`src/rtl/preproc_pkg.sv`:
```
// Shared types and defaults for the preprocessing stream stages.
// State encoding is fixed so that observers outside the scheduler can decode it.
package preproc_pkg;

    localparam int unsigned IN_W_DEF   = 12;
    localparam int unsigned OUT_W_DEF  = 32;
    localparam int unsigned CB_LEN_DEF = 8;
    localparam int unsigned CR_LEN_DEF = 8;
    localparam int unsigned Y_LEN_DEF  = 48;

    typedef enum logic [1:0] {
        S_IDLE = 2'd0,
        S_CB   = 2'd1,
        S_CR   = 2'd2,
        S_Y    = 2'd3
    } state_e;

    function automatic int unsigned max3(input int unsigned a, input int unsigned b,
                                         input int unsigned c);
        int unsigned m;
        m = (a > b) ? a : b;
        return (m > c) ? m : c;
    endfunction

    function automatic logic [OUT_W_DEF-1:0] sign_ext(input logic [IN_W_DEF-1:0] d);
        return {{(OUT_W_DEF - IN_W_DEF){d[IN_W_DEF-1]}}, d};
    endfunction

endpackage

```
`src/rtl/axis_out_reg.sv`:
```
// Single-stage AXI-Stream output register; holds its word while the sink stalls.
module axis_out_reg #(
    parameter int unsigned W = 32
) (
    input  logic         i_clk,
    input  logic         i_rst,
    input  logic         load_i,
    input  logic [W-1:0] din_i,
    input  logic         last_i,
    input  logic         tready_i,
    output logic [W-1:0] tdata_o,
    output logic         tvalid_o,
    output logic         tlast_o,
    output logic         free_o
);

    logic [W-1:0] tdata_q;
    logic         tvalid_q;
    logic         tlast_q;

    assign free_o = !tvalid_q || tready_i;

    always_ff @(posedge i_clk) begin
        if (!i_rst) begin
            tdata_q  <= '0;
            tvalid_q <= 1'b0;
            tlast_q  <= 1'b0;
        end else if (load_i) begin
            tdata_q  <= din_i;
            tvalid_q <= 1'b1;
            tlast_q  <= last_i;
        end else if (tready_i) begin
            tvalid_q <= 1'b0;
            tlast_q  <= 1'b0;
        end
    end

    assign tdata_o  = tdata_q;
    assign tvalid_o = tvalid_q;
    assign tlast_o  = tlast_q;

endmodule

```
`src/rtl/axis_frame_scheduler.sv`:
```
// Merges Cb, Cr and Y producers into one AXI-Stream frame in fixed section order,
// sign-extending samples and marking the final Y word with tlast.
module axis_frame_scheduler
    import preproc_pkg::*;
#(
    parameter int unsigned IN_W   = IN_W_DEF,
    parameter int unsigned OUT_W  = OUT_W_DEF,
    parameter int unsigned CB_LEN = CB_LEN_DEF,
    parameter int unsigned CR_LEN = CR_LEN_DEF,
    parameter int unsigned Y_LEN  = Y_LEN_DEF
) (
    input  logic             i_clk,
    input  logic             i_rst,
    input  logic             i_en,
    input  logic [IN_W-1:0]  s_cb_data,
    input  logic             s_cb_valid,
    output logic             s_cb_ready,
    input  logic [IN_W-1:0]  s_cr_data,
    input  logic             s_cr_valid,
    output logic             s_cr_ready,
    input  logic [IN_W-1:0]  s_y_data,
    input  logic             s_y_valid,
    output logic             s_y_ready,
    output logic [OUT_W-1:0] m_axis_tdata,
    output logic             m_axis_tvalid,
    output logic             m_axis_tlast,
    input  logic             m_axis_tready,
    output logic             o_busy,
    output logic [15:0]      o_frame_cnt
);

    localparam int unsigned CNT_W = $clog2(max3(CB_LEN, CR_LEN, Y_LEN) + 1);

    state_e           state_q, state_d;
    logic [CNT_W-1:0] cnt_q, cnt_d;
    logic [15:0]      frame_cnt_q, frame_cnt_d;

    logic             out_free;
    logic             sel_valid;
    logic [IN_W-1:0]  sel_data;
    logic [CNT_W-1:0] sec_max;
    logic             sec_last;
    logic             accept;
    logic [OUT_W-1:0] sel_ext;

    assign s_cb_ready = (state_q == S_CB) && out_free;
    assign s_cr_ready = (state_q == S_CR) && out_free;
    assign s_y_ready  = (state_q == S_Y)  && out_free;

    // Only the granted producer's data reaches the output mux.
    always_comb begin
        sel_valid = 1'b0;
        sel_data  = '0;
        sec_max   = '0;
        unique case (state_q)
            S_CB: begin
                sel_valid = s_cb_valid;
                sel_data  = s_cb_data;
                sec_max   = CNT_W'(CB_LEN - 1);
            end
            S_CR: begin
                sel_valid = s_cr_valid;
                sel_data  = s_cr_data;
                sec_max   = CNT_W'(CR_LEN - 1);
            end
            S_Y: begin
                sel_valid = s_y_valid;
                sel_data  = s_y_data;
                sec_max   = CNT_W'(Y_LEN - 1);
            end
            default: ;
        endcase
    end

    assign sec_last = (cnt_q == sec_max);
    assign accept   = sel_valid && out_free;
    assign sel_ext  = {{(OUT_W - IN_W){sel_data[IN_W-1]}}, sel_data};

    always_comb begin
        state_d = state_q;
        cnt_d   = cnt_q;
        if (state_q == S_IDLE) begin
            cnt_d = '0;
            if (i_en) state_d = S_CB;
        end else if (accept) begin
            if (sec_last) begin
                cnt_d = '0;
                unique case (state_q)
                    S_CB:    state_d = S_CR;
                    S_CR:    state_d = S_Y;
                    default: state_d = i_en ? S_CB : S_IDLE;
                endcase
            end else begin
                cnt_d = cnt_q + CNT_W'(1);
            end
        end
    end

    assign frame_cnt_d = frame_cnt_q + 16'(m_axis_tvalid && m_axis_tready && m_axis_tlast);

    always_ff @(posedge i_clk) begin
        if (!i_rst) begin
            state_q     <= S_IDLE;
            cnt_q       <= '0;
            frame_cnt_q <= '0;
        end else begin
            state_q     <= state_d;
            cnt_q       <= cnt_d;
            frame_cnt_q <= frame_cnt_d;
        end
    end

    axis_out_reg #(
        .W (OUT_W)
    ) u_out (
        .i_clk    (i_clk),
        .i_rst    (i_rst),
        .load_i   (accept),
        .din_i    (sel_ext),
        .last_i   ((state_q == S_Y) && sec_last),
        .tready_i (m_axis_tready),
        .tdata_o  (m_axis_tdata),
        .tvalid_o (m_axis_tvalid),
        .tlast_o  (m_axis_tlast),
        .free_o   (out_free)
    );

    assign o_busy      = (state_q != S_IDLE);
    assign o_frame_cnt = frame_cnt_q;

endmodule
```
`config.mk`:
```
export PLATFORM = sky130hd
export DESIGN_NAME = axis_frame_scheduler
export DESIGN_NICKNAME = d
export VERILOG_FILES = /design/src/rtl/preproc_pkg.sv /design/src/rtl/axis_out_reg.sv /design/src/rtl/axis_frame_scheduler.sv
export SDC_FILE = /design/constraint.sdc
export NUM_CORES = 1
export LEC_CHECK = 0
export CAP_MARGIN = 20
export CORE_MARGIN = 5
export CORE_UTILIZATION = 41
export DETAILED_ROUTE_END_ITERATION = 6
export DONT_BUFFER_PORTS = 1
export SYNTH_ARGS = -nofsm -noshare
export SYNTH_HDL_FRONTEND = slang
export SYNTH_SLANG_ARGS = --single-unit
export TNS_END_PERCENT = 10
```
`constraint.sdc`:
```
create_clock -name i_clk -period 2.25 [get_ports i_clk]
set_input_delay 0.45 -clock i_clk [delete_from_list [all_inputs] [get_ports i_clk]]
set_output_delay 0.45 -clock i_clk [all_outputs]
set_load 0.02 [all_outputs]
```
==> impl_results.md, run 1 <==
- DIE WIDTH: 79.4 µm
- Worst setup SP type: register
- Post-Route WL: 4460 µm
- Grt ovf: 0
- Post-CTS sizing: 0
- Post-synth EDFFs: 0
- Static Leak: 0.755 nW
- GP Congestion: 0.802
- Tot GR Track Use: 0.147
- R2R cell count: 6
- Post-CTS Setup Bufs: 0
- Data arrival time of the worst path: 2.22 ns
- Critical-path top delay cell: or4_1
- FF-to-FF End: cnt_q[5]
- DRT iter0 DRCs: 144
- Post-Syn Instances: 225
- I/O pin total: 97
- Largest net degree at the start of global routing: 29
- Worst Max-Slew Pin Slew: 0.590 ns
- CP endpoint kind: register
- Top achievable clock speed: 0.503 GHz
- Final Cycle Share: 0.884
- HP Class: in2reg
- Skew final: 0.0122 ns
- Final Cell Area: 2100 µm²
- Starting Density: 0.420
- Crit path to: cnt_q[5]
- Vias: 1535
- Die height: 79.4 µm
- Max-Slew Margin vs Limit: 0.603
- Worst path cell trace: ha_1 -> a222oi_1 -> buf_4 -> or3_1 -> or4_1 -> a21oi_1
- Post-synthesis sequential area ratio: 0.386
- Worst IR Drop VDD: 381 µV
- Final setup viols: 0
- RSZ-0062 raised after global routing: no
- Num rows: 25
- Hold-fix buffers, CTS: 0
- Ys async rst share: 0
- Initial antenna violation count: 0
- Post-route minimum period: 1.99 ns
- Number of remaining DRC errors: 0
- Slowest stage delay, CP: 0.48 ns
- DRT antenna net count: 0
- Clk buf depth: 2
- Clock sink count: 38
- Routed wire per std cell: 16.4 µm
- H-tree levels: 2
- CP max FO: 7
- Core Footprint: 4690 µm²
- Detailed Place HPWL: 3370 µm
- Drt pass-1 iters: 5
- CP startpoint: state_q[1]
- Skew-Pair Late Insertion Delay: 0.29 ns
- Die area: 6300 µm²
- Nets: 266
- Via/cell ratio: 5.66
- Final hold viol count: 0
- Critical path type: reg2reg
- Yosys cell types: 37
- # diodes: 0
- CTS Root Cell: clkbuf_8
- Dpl cell area: 1970 µm²
- CTS Buf Count: 5
- Pwr/cell area: 841 nW/µm²
- Primary FF master, synth: dfxtp_1
- Maxcap violations: 0
- Synth warn: 0
- FF-to-FF setup slack: 0.26 ns
- Area grow syn2layout: 6.41%
- Outcome: complete, no violations
- Slew Limit Fails: 0
- Worst path required time: 2.48 ns
- Setup TNS: 0 ns
- Yosys reg bits: 38
- Synthesized Nets: 275
- Mean Syn Cell Area: 8.76 µm²
- Vias in the first global route: 1422
- Syn Std Cell Area: 1970 µm²
- Share of layout cells above drive strength 1: 0.124
- PortBufs: 0
- CTS tree: done
- Clock transition at the registers of the reported paths: 0.09 ns
- First-pass GRT wire length: 7250 µm
- Crit Reg-Reg Startpoint: state_q[1]
## worst min-delay path by stage
stage | startpoint | to | cells after the start
after floorplan | cnt_q[5] | cnt_q[5] | 2
after global placement | state_q[1] | state_q[1] | 2
after global routing | i_rst | o_frame_cnt[0] | 1
final | i_rst | o_frame_cnt[1] | 1
after CTS | i_rst | o_frame_cnt[1] | 1
after detailed placement | state_q[1] | state_q[1] | 2
## power breakdown
group	internal [mW]	total [mW]	switching, mW
clock network	0.400	0.653	0.253
logic	0.126	0.354	0.228
registers	0.704	0.757	0.0527
total	1.23	1.76	0.534
## critical path: cells and delay by family, from the launching register on
kind            cells  cell delay [ns]
simple gates        2             0.84
flops               1             0.38
fa+ha+maj           1             0.26
compound gates      2             0.28
buf+inv             1             0.18
## cells in the final DEF, fill, tap and decap left out, types with 2 or more instances in the layout
cell type	Yosys	routed
ha_1	7	7
xor2_1	2	2
inv_1	5	5
xnor2_1	13	13
buf_4	20	14
nor3_1	6	6
a21oi_1	5	5
a211oi_1	12	12
nor3_2	2	2
nand2_1	13	13
dfxtp_1	38	37
and3_1	3	3
nand4_1	2	2
nor4_1	5	5
mux2i_1	4	4
or3_1	3	3
clkbuf_8	0	5
nor2b_1	4	4
nand3_1	10	10
nand2b_1	3	3
a222oi_1	13	13
nor2_1	31	31
and2_1	2	2
## cell usage after synthesis (2+ instances only)
cell      count  area share
a211oi_1     12       0.046
a21oi_1       5       0.013
a222oi_1     13       0.066
and2_1        2      0.0063
and3_1        3      0.0095
buf_1         2      0.0038
buf_2         3      0.0076
buf_4        20       0.076
clkbuf_1      5      0.0095
dfxtp_1      38        0.39
ha_1          7       0.044
inv_1         5      0.0095
mux2i_1       4       0.020
nand2_1      13       0.025
nand2b_1      3      0.0095
nand3_1      10       0.025
nand4_1       2      0.0063
nor2_1       31       0.059
nor2b_1       4       0.013
nor3_1        6       0.015
nor3_2        2       0.010
nor4_1        5       0.016
or3_1         3      0.0095
xnor2_1      13       0.058
xor2_1        2      0.0089
## area by class of cell
cell class                      count  area, µm²
Timing Repair Buffer               15        125
Multi-Input combinational cell    150        986
Inverter                            6       22.5
Fill cell                         476       2590
Clock buffer                        6       93.8
Sequential cell                    38        764
Tap cell                           54       67.6
Clock inverter                      2       38.8
## cell families (layout without fill, tap and decap cells)
group                      Yosys count  count (layout)  synth area share
DFF                                 38              38             0.386
AOI/OAI and AO/OA                   36              36             0.147
xor gates and xnor gates            15              15            0.0666
muxes                                4               4            0.0203
adders and majority gates            7               7            0.0444
buffers and inverters               37              29             0.114
and+or+nand+nor                     88              88             0.221
## flip-flops by register name (all words and copies together), names as in the netlist
| name | count |
|---|---|
| state_q | 2 |
| u_out.tvalid_o | 1 |
| o_frame_cnt | 16 |
| u_out.tdata_o | 12 |
| u_out.tlast_o | 1 |
| cnt_q | 6 |
## per-layer routing
layer,track usage,share of wire,up-vias
met5,0,0,-
met4,0.0464,0.013,0
met3,0.0601,0.077,5
met2,0.249,0.49,38
met1,0.167,0.42,720
li1,-,-,772
## stage by stage
stage | setup WS (ns) | std cells | total power [mW] | hold WS, ns | util
2_1_floorplan | 0.233 | 225 | 1.11 | 0.461 | -
3_3_place_gp | 0.315 | 263 | 1.13 | 0.487 | 0.419
3_5_place_dp | 0.261 | 263 | 1.13 | 0.497 | 0.419
4_1_cts | 0.260 | 271 | 1.78 | 0.273 | 0.447
5_1_grt | 0.0695 | 271 | 1.85 | 0.278 | 0.447
6_report | 0.262 | 271 | 1.76 | 0.284 | 0.447
No activity file was read; power rests on OpenSTA's default activity.
==> inputs of run 2 (changes only) <==
CTS_BUF_LIST = sky130_fd_sc_hd__clkbuf_4   (was default)
==> run 2 against run 1 <==
Effect of this change:
- clock-buffer cell count fell by 1
- core utilization fell by 0.56 points
- critical endpoint is now s_cr_ready
- combinational power barely moved
- sequential cell count did not move
- critical path type is now reg2out
==> impl_results.md, run 2 (synthesis gave the netlist of run 1 again) <==
- Outcome: complete, no violations
- Pwr/cell area: 819 nW/µm²
- Worst setup SP type: register
- WL met2: 2170 µm
- CP max FO: 14
- Number of remaining DRC errors: 0
- Critical path type: reg2out
- Post-Route WL: 4450 µm
- DIE WIDTH: 79.4 µm
- Slew Limit Fails: 0
- Share of total power in the clock network: 0.345
- Min-Delay Path Depth: 1
- Setup TNS: 0 ns
- Final worst setup slack: 0.262 ns
- Via/cell ratio: 5.65
- Hold-fix buffers, CTS: 0
- Vias: 1531
- Static Leak: 0.744 nW
- Starting Density: 0.420
- CTS Root Cell: clkbuf_4
- Max-Slew Margin vs Limit: 0.598
- Hold WS: 0.224 ns
- H-tree levels: 2
- Num rows: 25
- Share of layout cells above drive strength 1: 0.124
- Cell Int Power: 1.18 mW
- Die height: 79.4 µm
- Commonest non-fill, non-tap cells in the layout: 37 x dfxtp_1, 31 x nor2_1, 14 x buf_4
- Sequential share of power: 0.446
- CTS Buf Count: 5
- Final hold viol count: 0
- HP Class: in2reg
- Tot GR Track Use: 0.145
- Worst path required time: 1.80 ns
- Post-CTS sizing: 0
- Skew final: 0.0189 ns
- Clock transition at the registers of the reported paths: 0.11 ns
- PortBufs: 0
- Final core occ: 0.442
- DRT antenna net count: 0
- Drt pass-1 iters: 7
- Met3 WL: 355 µm
- Worst IR Drop VDD: 367 µV
- Initial antenna violation count: 0
- Top achievable clock speed: 0.503 GHz
- Max layer used: met4
- Critical-path top delay cell: nor2b_1
- Area grow syn2layout: 5.08%
- WL met1: 1860 µm
- Vias in the first global route: 1430
- Post-route minimum period: 1.99 ns
- First-pass GRT wire length: 7200 µm
- Pre-CTS setup slack: 0.261 ns
- Skew-Pair Late Insertion Delay: 0.35 ns
- Worst Max-Slew Pin Slew: 0.597 ns
- Routed wire per std cell: 16.4 µm
- CTS tree: done
- Max FFs per register: 16
- Combinational Power Share: 0.209
- CP endpoint kind: output port
- # diodes: 0
- Final Cycle Share: 0.883
- I/O pin total: 97
- Worst path cell trace: inv_1 -> ha_1 -> buf_4 -> nor2b_1
- Net switching power: 0.519 mW
- Die area: 6300 µm²
- Largest net degree at the start of global routing: 29
- Slowest stage delay, CP: 0.39 ns
- Detailed Place HPWL: 3370 µm
- Tot Pwr: 1.70 mW
- Core Footprint: 4690 µm²
- Maxcap violations: 0
- Switch share: 0.306
- Grt ovf: 0
- Data arrival time of the worst path: 1.54 ns
- Clk buf depth: 2
- Clock sink count: 38
- RSZ-0062 raised after global routing: no
- Final setup viols: 0
- Nets: 266
- GP Congestion: 0.802
- DRT iter0 DRCs: 155
- Post-CTS Setup Bufs: 0
- R2R cell count: 6
- Commonest non-fill, non-tap cell in the layout: dfxtp_1
[run 2: cell count changes in the layout (fill, tap and decap cells not counted), sizes merged]
cell,previous run,this run
bufinv,1,2
clkbuf,6,5
[run 2: area by class of cell]
type                    count  area, µm²
clock buffers               5       37.5
clock inverters             3       68.8
fillers                   482       2620
inverters                   6       22.5
multi-input cells         150        986
flip-flops and latches     38        764
well taps                  54       67.6
repair buffers             15        125
[run 2: per-stage QoR]
| stage | instances | cell area, µm² |
|---|---|---|
| 2_1_floorplan | 225 | 1970 |
| 3_3_place_gp | 263 | 1970 |
| 3_5_place_dp | 263 | 1970 |
| 4_1_cts | 271 | 2070 |
| 5_1_grt | 271 | 2070 |
| 6_report | 271 | 2070 |
[run 2: power groups by stage]
| stage | Clock [mW] | Sequential [mW] | Combinational, mW |
|---|---|---|---|
| 2_1_floorplan | 0 | 0.774 | 0.331 |
| 3_3_place_gp | 0 | 0.773 | 0.353 |
| 3_5_place_dp | 0 | 0.774 | 0.356 |
| 4_1_cts | 0.602 | 0.759 | 0.357 |
| 5_1_grt | 0.632 | 0.762 | 0.393 |
| 6_report | 0.586 | 0.757 | 0.354 |
[run 2: worst paths after layout]
kind | from | end | slack, ns
max reg2reg | state_q[0] | state_q[1] | 0.27
min | i_rst | o_frame_cnt[1] | 0.22
max | state_q[0] | s_cr_ready | 0.26
min reg2reg | state_q[1] | state_q[1] | 0.51
[run 2: layer usage]
metal,track usage,vias up
met5,0,-
met4,0.0515,0
met3,0.0578,5
met2,0.246,37
met1,0.165,715
li1,-,774
[run 2: worst max-delay path: cells and delay by family, from the launching register on]
kind / cells / cell delay [ns]
adder cells (fa/ha/maj): 1 / 0.17
buffers and inverters: 2 / 0.30
flip-flops: 1 / 0.34
AND/OR/NAND/NOR: 1 / 0.39
